## src/rtl/game_renderer.sv

```systemverilog
// Pong game core: ball, paddles and scores advance once per frame on the vsync
// falling edge; a registered colour generator paints the current pixel.
//  state | meaning
//  SERVE | ball parked at centre, counting frames until launch
//  PLAY  | ball moving; walls, paddles and misses evaluated every frame
module game_renderer #(
   parameter int H_ACTIVE     = 640,
   parameter int V_ACTIVE     = 480,
   parameter int BALL_SIZE    = 8,
   parameter int PADDLE_H     = 64,
   parameter int PADDLE_SPEED = 4,
   parameter int SERVE_FRAMES = 60
) (
   input  logic        clk,
   input  logic        rst,
   input  logic [9:0]  x_pos,
   input  logic [9:0]  y_pos,
   input  logic        display_on,
   input  logic        vsync,
   input  logic        btn_up,
   input  logic        btn_down,
   output logic [11:0] rgb,
   output logic [3:0]  score_l,
   output logic [3:0]  score_r
);
   typedef enum logic {SERVE, PLAY} state_t;

   localparam logic [9:0]         BALL_X0    = 10'd316;
   localparam logic [9:0]         BALL_Y0    = 10'd236;
   localparam logic [9:0]         PADDLE_Y0  = 10'd208;
   localparam logic signed [10:0] MISS_R     = 11'(H_ACTIVE - BALL_SIZE);
   localparam logic signed [10:0] WALL_B     = 11'(V_ACTIVE - BALL_SIZE);
   localparam logic [9:0]         WALL_B_U   = 10'(V_ACTIVE - BALL_SIZE);
   localparam logic signed [10:0] BS_S       = 11'(BALL_SIZE);
   localparam logic [10:0]        BS_U       = 11'(BALL_SIZE);
   localparam logic [10:0]        PH_U       = 11'(PADDLE_H);
   localparam logic [9:0]         PADDLE_MAX = 10'(V_ACTIVE - PADDLE_H);
   localparam logic [9:0]         PSPEED     = 10'(PADDLE_SPEED);
   localparam logic [15:0]        SERVE_LAST = 16'(SERVE_FRAMES - 1);
   localparam logic signed [11:0] BALL_HALF  = 12'(BALL_SIZE / 2);
   localparam logic signed [11:0] PAD_HALF   = 12'(PADDLE_H / 2);

   state_t      state_q, state_d;
   logic [15:0] serve_cnt_q, serve_cnt_d;
   logic [9:0]  ball_x_q, ball_x_d, ball_y_q, ball_y_d;
   logic        dx_neg_q, dx_neg_d, dy_neg_q, dy_neg_d;
   logic [9:0]  paddle_l_q, paddle_l_d, paddle_r_q, paddle_r_d;
   logic [3:0]  score_l_q, score_l_d, score_r_q, score_r_d;
   logic        vsync_q;
   logic [11:0] rgb_q, pixel_rgb;

   logic               frame_tick;
   logic signed [10:0] nx, ny;
   logic               ov_l, ov_r;
   logic signed [11:0] track_diff;
   logic               in_ball, in_pad_l, in_pad_r, in_centre;

   assign frame_tick = vsync_q & ~vsync;
   assign nx = $signed({1'b0, ball_x_q}) + (dx_neg_q ? -11'sd2 : 11'sd2);
   assign ny = $signed({1'b0, ball_y_q}) + (dy_neg_q ? -11'sd2 : 11'sd2);
   assign ov_l = (({1'b0, ball_y_q} + BS_U) > {1'b0, paddle_l_q}) &&
                 ({1'b0, ball_y_q} < ({1'b0, paddle_l_q} + PH_U));
   assign ov_r = (({1'b0, ball_y_q} + BS_U) > {1'b0, paddle_r_q}) &&
                 ({1'b0, ball_y_q} < ({1'b0, paddle_r_q} + PH_U));
   // positive when the ball centre is below the right paddle centre
   assign track_diff = ($signed({2'b0, ball_y_q}) + BALL_HALF) -
                       ($signed({2'b0, paddle_r_q}) + PAD_HALF);

   always_comb begin
      state_d     = state_q;
      serve_cnt_d = serve_cnt_q;
      ball_x_d    = ball_x_q;
      ball_y_d    = ball_y_q;
      dx_neg_d    = dx_neg_q;
      dy_neg_d    = dy_neg_q;
      paddle_l_d  = paddle_l_q;
      paddle_r_d  = paddle_r_q;
      score_l_d   = score_l_q;
      score_r_d   = score_r_q;
      if (frame_tick) begin
         case (state_q)
            SERVE: begin
               ball_x_d = BALL_X0;
               ball_y_d = BALL_Y0;
               if (serve_cnt_q == SERVE_LAST) begin
                  state_d     = PLAY;
                  serve_cnt_d = '0;
               end else begin
                  serve_cnt_d = serve_cnt_q + 16'd1;
               end
            end
            PLAY: begin
               // a miss overrides any wall or paddle bounce in the same frame
               if (nx <= 11'sd0) begin
                  score_r_d = (score_r_q == 4'd9) ? 4'd0 : score_r_q + 4'd1;
                  state_d   = SERVE;
                  ball_x_d  = BALL_X0;
                  ball_y_d  = BALL_Y0;
                  dx_neg_d  = 1'b1;
                  dy_neg_d  = 1'b0;
               end else if (nx >= MISS_R) begin
                  score_l_d = (score_l_q == 4'd9) ? 4'd0 : score_l_q + 4'd1;
                  state_d   = SERVE;
                  ball_x_d  = BALL_X0;
                  ball_y_d  = BALL_Y0;
                  dx_neg_d  = 1'b0;
                  dy_neg_d  = 1'b0;
               end else begin
                  if (ny <= 11'sd0) begin
                     ball_y_d = '0;
                     dy_neg_d = 1'b0;
                  end else if (ny >= WALL_B) begin
                     ball_y_d = WALL_B_U;
                     dy_neg_d = 1'b1;
                  end else begin
                     ball_y_d = ny[9:0];
                  end
                  if (dx_neg_q && nx <= 11'sd24 && nx >= 11'sd16 && ov_l) begin
                     ball_x_d = 10'd24;
                     dx_neg_d = 1'b0;
                  end else if (!dx_neg_q && (nx + BS_S) >= 11'sd616 &&
                               nx <= 11'sd616 && ov_r) begin
                     ball_x_d = 10'd608;
                     dx_neg_d = 1'b1;
                  end else begin
                     ball_x_d = nx[9:0];
                  end
               end
            end
         endcase

         if (btn_up && !btn_down)
            paddle_l_d = (paddle_l_q < PSPEED) ? 10'd0 : paddle_l_q - PSPEED;
         else if (btn_down && !btn_up)
            paddle_l_d = (paddle_l_q > PADDLE_MAX - PSPEED) ? PADDLE_MAX
                                                            : paddle_l_q + PSPEED;

         if (track_diff > 12'sd2)
            paddle_r_d = (paddle_r_q > PADDLE_MAX - 10'd2) ? PADDLE_MAX
                                                          : paddle_r_q + 10'd2;
         else if (track_diff < -12'sd2)
            paddle_r_d = (paddle_r_q < 10'd2) ? 10'd0 : paddle_r_q - 10'd2;
      end
   end

   assign in_ball   = (x_pos >= ball_x_q) && ({1'b0, x_pos} < ({1'b0, ball_x_q} + BS_U)) &&
                      (y_pos >= ball_y_q) && ({1'b0, y_pos} < ({1'b0, ball_y_q} + BS_U));
   assign in_pad_l  = (x_pos >= 10'd16) && (x_pos <= 10'd23) && (y_pos >= paddle_l_q) &&
                      ({1'b0, y_pos} < ({1'b0, paddle_l_q} + PH_U));
   assign in_pad_r  = (x_pos >= 10'd616) && (x_pos <= 10'd623) && (y_pos >= paddle_r_q) &&
                      ({1'b0, y_pos} < ({1'b0, paddle_r_q} + PH_U));
   assign in_centre = (x_pos >= 10'd318) && (x_pos <= 10'd321) && !y_pos[4];

   always_comb begin
      pixel_rgb = 12'h000;
      if (!display_on)    pixel_rgb = 12'h000;
      else if (in_ball)   pixel_rgb = 12'hFFF;
      else if (in_pad_l)  pixel_rgb = 12'h0FF;
      else if (in_pad_r)  pixel_rgb = 12'hF0F;
      else if (in_centre) pixel_rgb = 12'h888;
   end

   always_ff @(posedge clk) begin
      if (rst) begin
         state_q     <= SERVE;
         serve_cnt_q <= '0;
         ball_x_q    <= BALL_X0;
         ball_y_q    <= BALL_Y0;
         dx_neg_q    <= 1'b0;
         dy_neg_q    <= 1'b0;
         paddle_l_q  <= PADDLE_Y0;
         paddle_r_q  <= PADDLE_Y0;
         score_l_q   <= '0;
         score_r_q   <= '0;
         vsync_q     <= 1'b1;
         rgb_q       <= '0;
      end else begin
         state_q     <= state_d;
         serve_cnt_q <= serve_cnt_d;
         ball_x_q    <= ball_x_d;
         ball_y_q    <= ball_y_d;
         dx_neg_q    <= dx_neg_d;
         dy_neg_q    <= dy_neg_d;
         paddle_l_q  <= paddle_l_d;
         paddle_r_q  <= paddle_r_d;
         score_l_q   <= score_l_d;
         score_r_q   <= score_r_d;
         vsync_q     <= vsync;
         rgb_q       <= pixel_rgb;
      end
   end

   assign rgb     = rgb_q;
   assign score_l = score_l_q;
   assign score_r = score_r_q;
endmodule

```

## config.mk

```make
export PLATFORM = sky130hd
export DESIGN_NAME = game_renderer
export DESIGN_NICKNAME = d
export VERILOG_FILES = /design/src/rtl/game_renderer.sv
export SDC_FILE = /design/constraint.sdc
export NUM_CORES = 1
export LEC_CHECK = 0
export CAP_MARGIN = 0
export CORE_AREA = 2 2 120 122
export DETAILED_ROUTE_END_ITERATION = 8
export DIE_AREA = 0 0 122 124
export PLACE_DENSITY = 0.83
export SYNTH_ARGS = -nofsm -noshare
export SYNTH_HDL_FRONTEND = slang
export SYNTH_SLANG_ARGS = --single-unit
```

## constraint.sdc

```tcl
create_clock -name clk -period 3.25 [get_ports clk]
set_input_delay 0.65 -clock clk [delete_from_list [all_inputs] [get_ports clk]]
set_output_delay 0.65 -clock clk [all_outputs]
set_load 0.03 [all_outputs]
```

==> results of run 1 <==
-- power groups by stage --
| stage | clock network (mW) | logic [mW] | registers (mW) |
|---|---|---|---|
| after floorplan | 0 | 1.46 | 0.945 |
| final | 1.03 | 3.02 | 0.918 |
| after detailed placement | 0 | 2.31 | 0.929 |
| after global routing | 1.07 | 3.22 | 0.922 |
| after global placement | 0 | 2.25 | 0.929 |
| after CTS | 1.04 | 2.45 | 0.910 |
-- worst max-delay path by stage --
stage / to / slack, ns / cells past startpoint
6_report: paddle_r_q[8] / 0.002 / 12
2_1_floorplan: paddle_r_q[3] / 0.007 / 12
5_1_grt: paddle_r_q[3] / -0.11 / 12
3_3_place_gp: paddle_r_q[6] / -0.04 / 13
4_1_cts: paddle_r_q[4] / -0.03 / 13
3_5_place_dp: paddle_r_q[6] / -0.14 / 13
-- logic make-up (layout without fill, tap and decap cells) --
group / Yosys count / after routing / share of synthesized area
simple gates: 286 / 286 / 0.2011
buf+inv: 102 / 235 / 0.05762
xor+xnor: 53 / 53 / 0.06125
mux: 1 / 1 / 0.001321
compound gates: 272 / 272 / 0.2637
fa+ha+maj: 138 / 138 / 0.2328
flops: 69 / 69 / 0.1823
-- worst max-delay path, cell delays in order, from the launching register on --
cell      delay [ns]
dfxtp_2         0.34
inv_4           0.07
ha_4            0.13
inv_2           0.04
fa_1            0.55
and3b_2         0.25
a221oi_2        0.29
o211ai_1        0.15
buf_4           0.16
o41a_1          0.46
o21a_4          0.27
a21o_1          0.16
a221oi_1        0.27
-- layout make-up --
| cell class | instances | area (sq um) |
|---|---|---|
| clock buffers | 10 | 229.0 |
| well taps | 180 | 225.2 |
| multi-input cells | 750 | 6170 |
| inverters | 79 | 299.0 |
| repair buffers | 140 | 1177 |
| fillers | 1045 | 4155 |
| flip-flops and latches | 69 | 1393 |
| clock inverters | 6 | 71.32 |
-- registers in the layout (all words and copies together) (netlist names) --
register	flops
serve_cnt_q	16
ball_x_q	9
ball_y_q	9
paddle_r_q	9
paddle_l_q	8
rgb	6
score_l	4
score_r	4
dx_neg_q	1
dy_neg_q	1
state_q	1
vsync_q	1
-- what timing repair did --
item / CTS / global route
gates resized for setup: 16 / 76
setup endpoints to repair: 7 / 25
pin swaps: 6 / 39
buffers inserted: 0 / 6
cloned: 0 / 0
hold buffers: 0 / 0
-- per-layer routing --
layer,vias to the layer above,routed length (microns),track usage
li1,3713,-,-
met1,3637,9061,0.3505
met2,257,10970,0.5154
met3,82,1319,0.05403
met4,0,864,0.1286
met5,-,0,0
-- cell usage in the layout (no fill, tap or decap), types with 13 or more instances in the layout --
cell type,synthesis,final
dfxtp_1,69,62
nand4_1,15,15
nor2_1,65,64
ha_1,133,126
nand3_1,35,33
xnor2_1,37,33
a21oi_1,46,44
nand2_1,43,43
xor2_1,16,15
buf_4,8,92
o21ai_0,53,50
inv_1,79,74
a21o_1,16,14
nor4_1,14,14
o21a_1,20,19
clkdlybuf4s50_1,0,43
o211ai_1,13,13
nor3_1,25,21
==> flow_summary.ini, run 1 <==
[pwr]
p_int_mw = 2.949
p_sw_mw = 2.012
seq_power_share = 0.185
swShare = 0.4056
max-vdd-ir-drop_v = 0.0004465
p_comb_frac = 0.608
p_per_area_mw_per_mm2 = 518.8
clkPwrFrac = 0.207
finalPower_mw = 4.962
p_leak_nw = 4.112

[timing]
whs_ns = 0.5218
fin_crit_sh = 0.9992
rsz0062_at_grt = yes
fin_crit_ns = 3.248
drv_slew = 0
hold_viol = 0
clock.fmax_mhz = 307.9
tightest_slew_ns = 0.7337
skew_ns = 0.007971
worst_slack_ns = 0.002446
slew_headroom = 0.5065
setup-violations-final = 0
setup-tns-final_ns = 0

[critical_path]
cp.arrival_ns = 3.49
r2r_start = paddle_r_q[3]
r2r_cells = 12
worst-r2r-setup-slack_ns = 0.002
r2r_end = paddle_r_q[8]
crit_fanout = 6
critPathRequiredTime_ns = 3.49
setup.worst_path.start_class = flop
endpoint_kind = flop
startpoint = paddle_r_q[3]
path_class = flop to flop

[min_path]
min_delay_path_depth = 2
worstHoldEndpoint = paddle_l_q[2]
min-delay-start = paddle_l_q[2]
hp-class = flop to flop

[synthesis]
yosys.area.top_type = ha_1
syn_inst = 921
synth_edf_count = 0
synth.cell_area_sq_mm = 0.007579
synthTopCellsByArea = ha_1, dfxtp_1, xnor2_1
async_flop_share = 0
synth-seq-cells = 69
synth_common_cells = ha_1, inv_1, dfxtp_1
synth_top_area_share = 0.2196
syn_nets = 1085
yosysSeqAreaShare = 0.1823
ys.flop_type = dfxtp_1
ys_warn_count = 0
synth_most_common_cell = ha_1
synth_cell_type_count = 94
postSynthAreaPerCell_sq_um = 8.229

[detailed_routing]
drt-pass1-iter-count = 5
vias = 7689
routed_wl_mm = 22.22
ant_nets = 0
drt_iter0_drc = 507
wire_per_inst_microns = 18.00
route.detailed.drc = 0
viasPerCell = 6.231

[final_layout]
layout-drive-gt1-share = 0.1964
post-route-util = 0.6971
stdcell_area_sq_mm = 0.009564
antenna_cells = 0
nNetsFinal = 1213
synthToLayoutAreaGrowth_pct = 26.20
instances_no_fill = 1234

[clock_tree]
clkSlewWorstSetupHoldPaths_ns = 0.06
root_buffer = clkbuf_16
cts_tree = yes
clk_latency_ns = 0.35
numCtsBuffers = 9
htreeDepth = 3
clock_path_buffers = 2
clock-sinks = 69

[run_status]
status = complete, no violations

[grt]
gr-usage-all-layers = 0.2937
grt_overflow = 0
grt_pass1_wl_mm = 35.51
grt_max_degree = 31
grt_pass1_vias = 7594
antenna_found_initial = 0

[floorplan]
row_count = 43
die_x_microns = 122
die_area_sq_mm = 0.01513
die_h_microns = 124
start_util = 0.5524
pin_count = 46
core_area_sq_mm = 0.01372

[placement]
placedCellCount = 1212
io_buffers = 43
pre_cts_slack_ns = -0.1397
gp_congestion = 0.9203
place_area_sq_mm = 0.008777
dp_hpwl_mm = 16.66

[run]
cap_viol_max_count = 0
No activity file was read; power rests on OpenSTA's default activity.
==> run 2: changes to the inputs <==
--- a/config.mk
+++ b/config.mk
@@ -9,7 +9,9 @@
 export CORE_AREA = 2 2 120 122
 export DETAILED_ROUTE_END_ITERATION = 8
 export DIE_AREA = 0 0 122 124
+export GPL_ROUTABILITY_DRIVEN = 0
 export PLACE_DENSITY = 0.83
 export SYNTH_ARGS = -nofsm -noshare
 export SYNTH_HDL_FRONTEND = slang
 export SYNTH_SLANG_ARGS = --single-unit
+export TNS_END_PERCENT = 100
==> run 2 against run 1 <==
  * The flow now finishes with violations (setup timing)
  * Die area did not move
  * Sequential share of layout area barely moved
  * Critical endpoint is now dx_neg_q
  * First-iteration DRC count rose by 16%
  * Clock power fell by 4%
  * Critical path depth rose by 1
  * Highest routed layer unchanged
==> flow_summary.ini, run 2 (synthesized netlist as in run 1, its figures left out) <==
[run_status]
status = complete, but fails checks
violations = setup timing

[placement]
placedCellCount = 1211
place_area_sq_mm = 0.008770
io_buffers = 43
pre_cts_slack_ns = -0.1048
dp_hpwl_mm = 16.73

[final_layout]
post-route-util = 0.6942
instances_no_fill = 1238
antenna_cells = 0
regMostFlops = serve_cnt_q
stdcell_area_sq_mm = 0.009524
largest_reg_flops = 16
final_cell_mix = ha_1, buf_4, inv_1
final_common_cell = ha_1
nNetsFinal = 1217
synthToLayoutAreaGrowth_pct = 25.67
layout-drive-gt1-share = 0.1938

[grt]
grt_overflow = 0
grt_pass1_wl_mm = 35.02
gr-usage-all-layers = 0.2882
grt_pass1_vias = 7439
antenna_found_initial = 0
grt_max_degree = 31

[detailed_routing]
drt-pass1-iter-count = 5
drt_iter0_drc = 587
viasPerCell = 6.326
ant_nets = 0
vias = 7831
route.detailed.drc = 0
routed_wl_mm = 22.92
wire_per_inst_microns = 18.52

[timing]
fin_crit_ns = 3.363
setup-tns-final_ns = -0.5431
fin_crit_sh = 1.035
worst_slack_ns = -0.1127
tightest_slew_ns = 0.6703
setup-violations-final = 9
drv_slew = 0
slew_headroom = 0.5491
hold_viol = 0
rsz0062_at_grt = yes
skew_ns = 0.007549
clock.fmax_mhz = 297.4

[critical_path]
endpoint_kind = flop
crit_fanout = 6
setup.worst_path.start_class = flop
r2r_cells = 13
path_class = flop to flop
cp.arrival_ns = 3.62
critPathRequiredTime_ns = 3.51

[clock_tree]
htreeDepth = 3
numCtsBuffers = 9
clk_latency_ns = 0.35
root_buffer = clkbuf_16
clkSlewWorstSetupHoldPaths_ns = 0.06
clock-sinks = 69
clock_path_buffers = 2
cts_hold_buf = 0
cts_tree = yes

[floorplan]
pin_count = 46
core_area_sq_mm = 0.01372
row_count = 43
die_h_microns = 124
die_x_microns = 122
start_util = 0.5524
die_area_sq_mm = 0.01513

[pwr]
p_leak_nw = 4.112
p_per_area_mw_per_mm2 = 514.5
max-vdd-ir-drop_v = 0.0003292

[run]
cap_viol_max_count = 0

[min_path]
hp-class = flop to flop
min_delay_path_depth = 2
[run 2: timing repair]
action                                  in CTS  in global routing
endpoints found under the setup margin       8                 26
buffers inserted                             0                 11
pin swaps                                    5                 32
gates resized for setup                      9                 72
[run 2: report_power, final]
group          internal, mW  switching, mW  total [mW]
sequential            0.883         0.0331       0.916
clock                 0.535          0.450       0.986
combinational          1.45           1.55        3.00
total                  2.87           2.03        4.90
[run 2: layer usage]
| metal | track usage | vias up | share of wire |
|---|---|---|---|
| met5 | 0 | - | 0 |
| met4 | 0.1056 | 0 | 0.035 |
| met3 | 0.04945 | 76 | 0.069 |
| met2 | 0.5168 | 324 | 0.49 |
| met1 | 0.3453 | 3722 | 0.40 |
| li1 | - | 3709 | - |
[run 2: path summary, 6_finish.rpt]
check                               startpoint              to  slack, ns
worst max register to register     ball_y_q[7]        dx_neg_q      -0.11
worst min register to register  serve_cnt_q[1]  serve_cnt_q[1]       0.51
worst max-delay path               ball_y_q[7]        dx_neg_q      -0.11
worst min-delay path            serve_cnt_q[1]  serve_cnt_q[1]       0.51
[run 2: cell type report]
type | instances | area (sq um)
clock buffers | 9 | 225.2
clock inverters | 7 | 68.82
fillers | 1043 | 4195
inverters | 79 | 299.0
multi-input cells | 750 | 6105
flip-flops and latches | 69 | 1390
well taps | 180 | 225.2
repair buffers | 144 | 1211
[run 2: critical path, stage by stage (launching register included)]
cell      delay (ns)
dfxtp_1         0.34
buf_4           0.19
and3_1          0.18
nand3_1         0.11
xnor2_1         0.40
ha_1            0.24
nand3_2         0.16
o22ai_2         0.25
nor3_2          0.08
o21ai_1         0.18
nand4_1         0.12
or4_4           0.58
a41o_1          0.21
a221oi_2        0.23
[run 2: through the flow]
step                      total power, mW  hold slack (ns)
final                               4.900           0.5077
after global routing                5.131           0.5440
after CTS                           4.206           0.5080
after detailed placement            3.158           0.4969
after global placement              3.099           0.4930
after floorplan                     2.404           0.4661
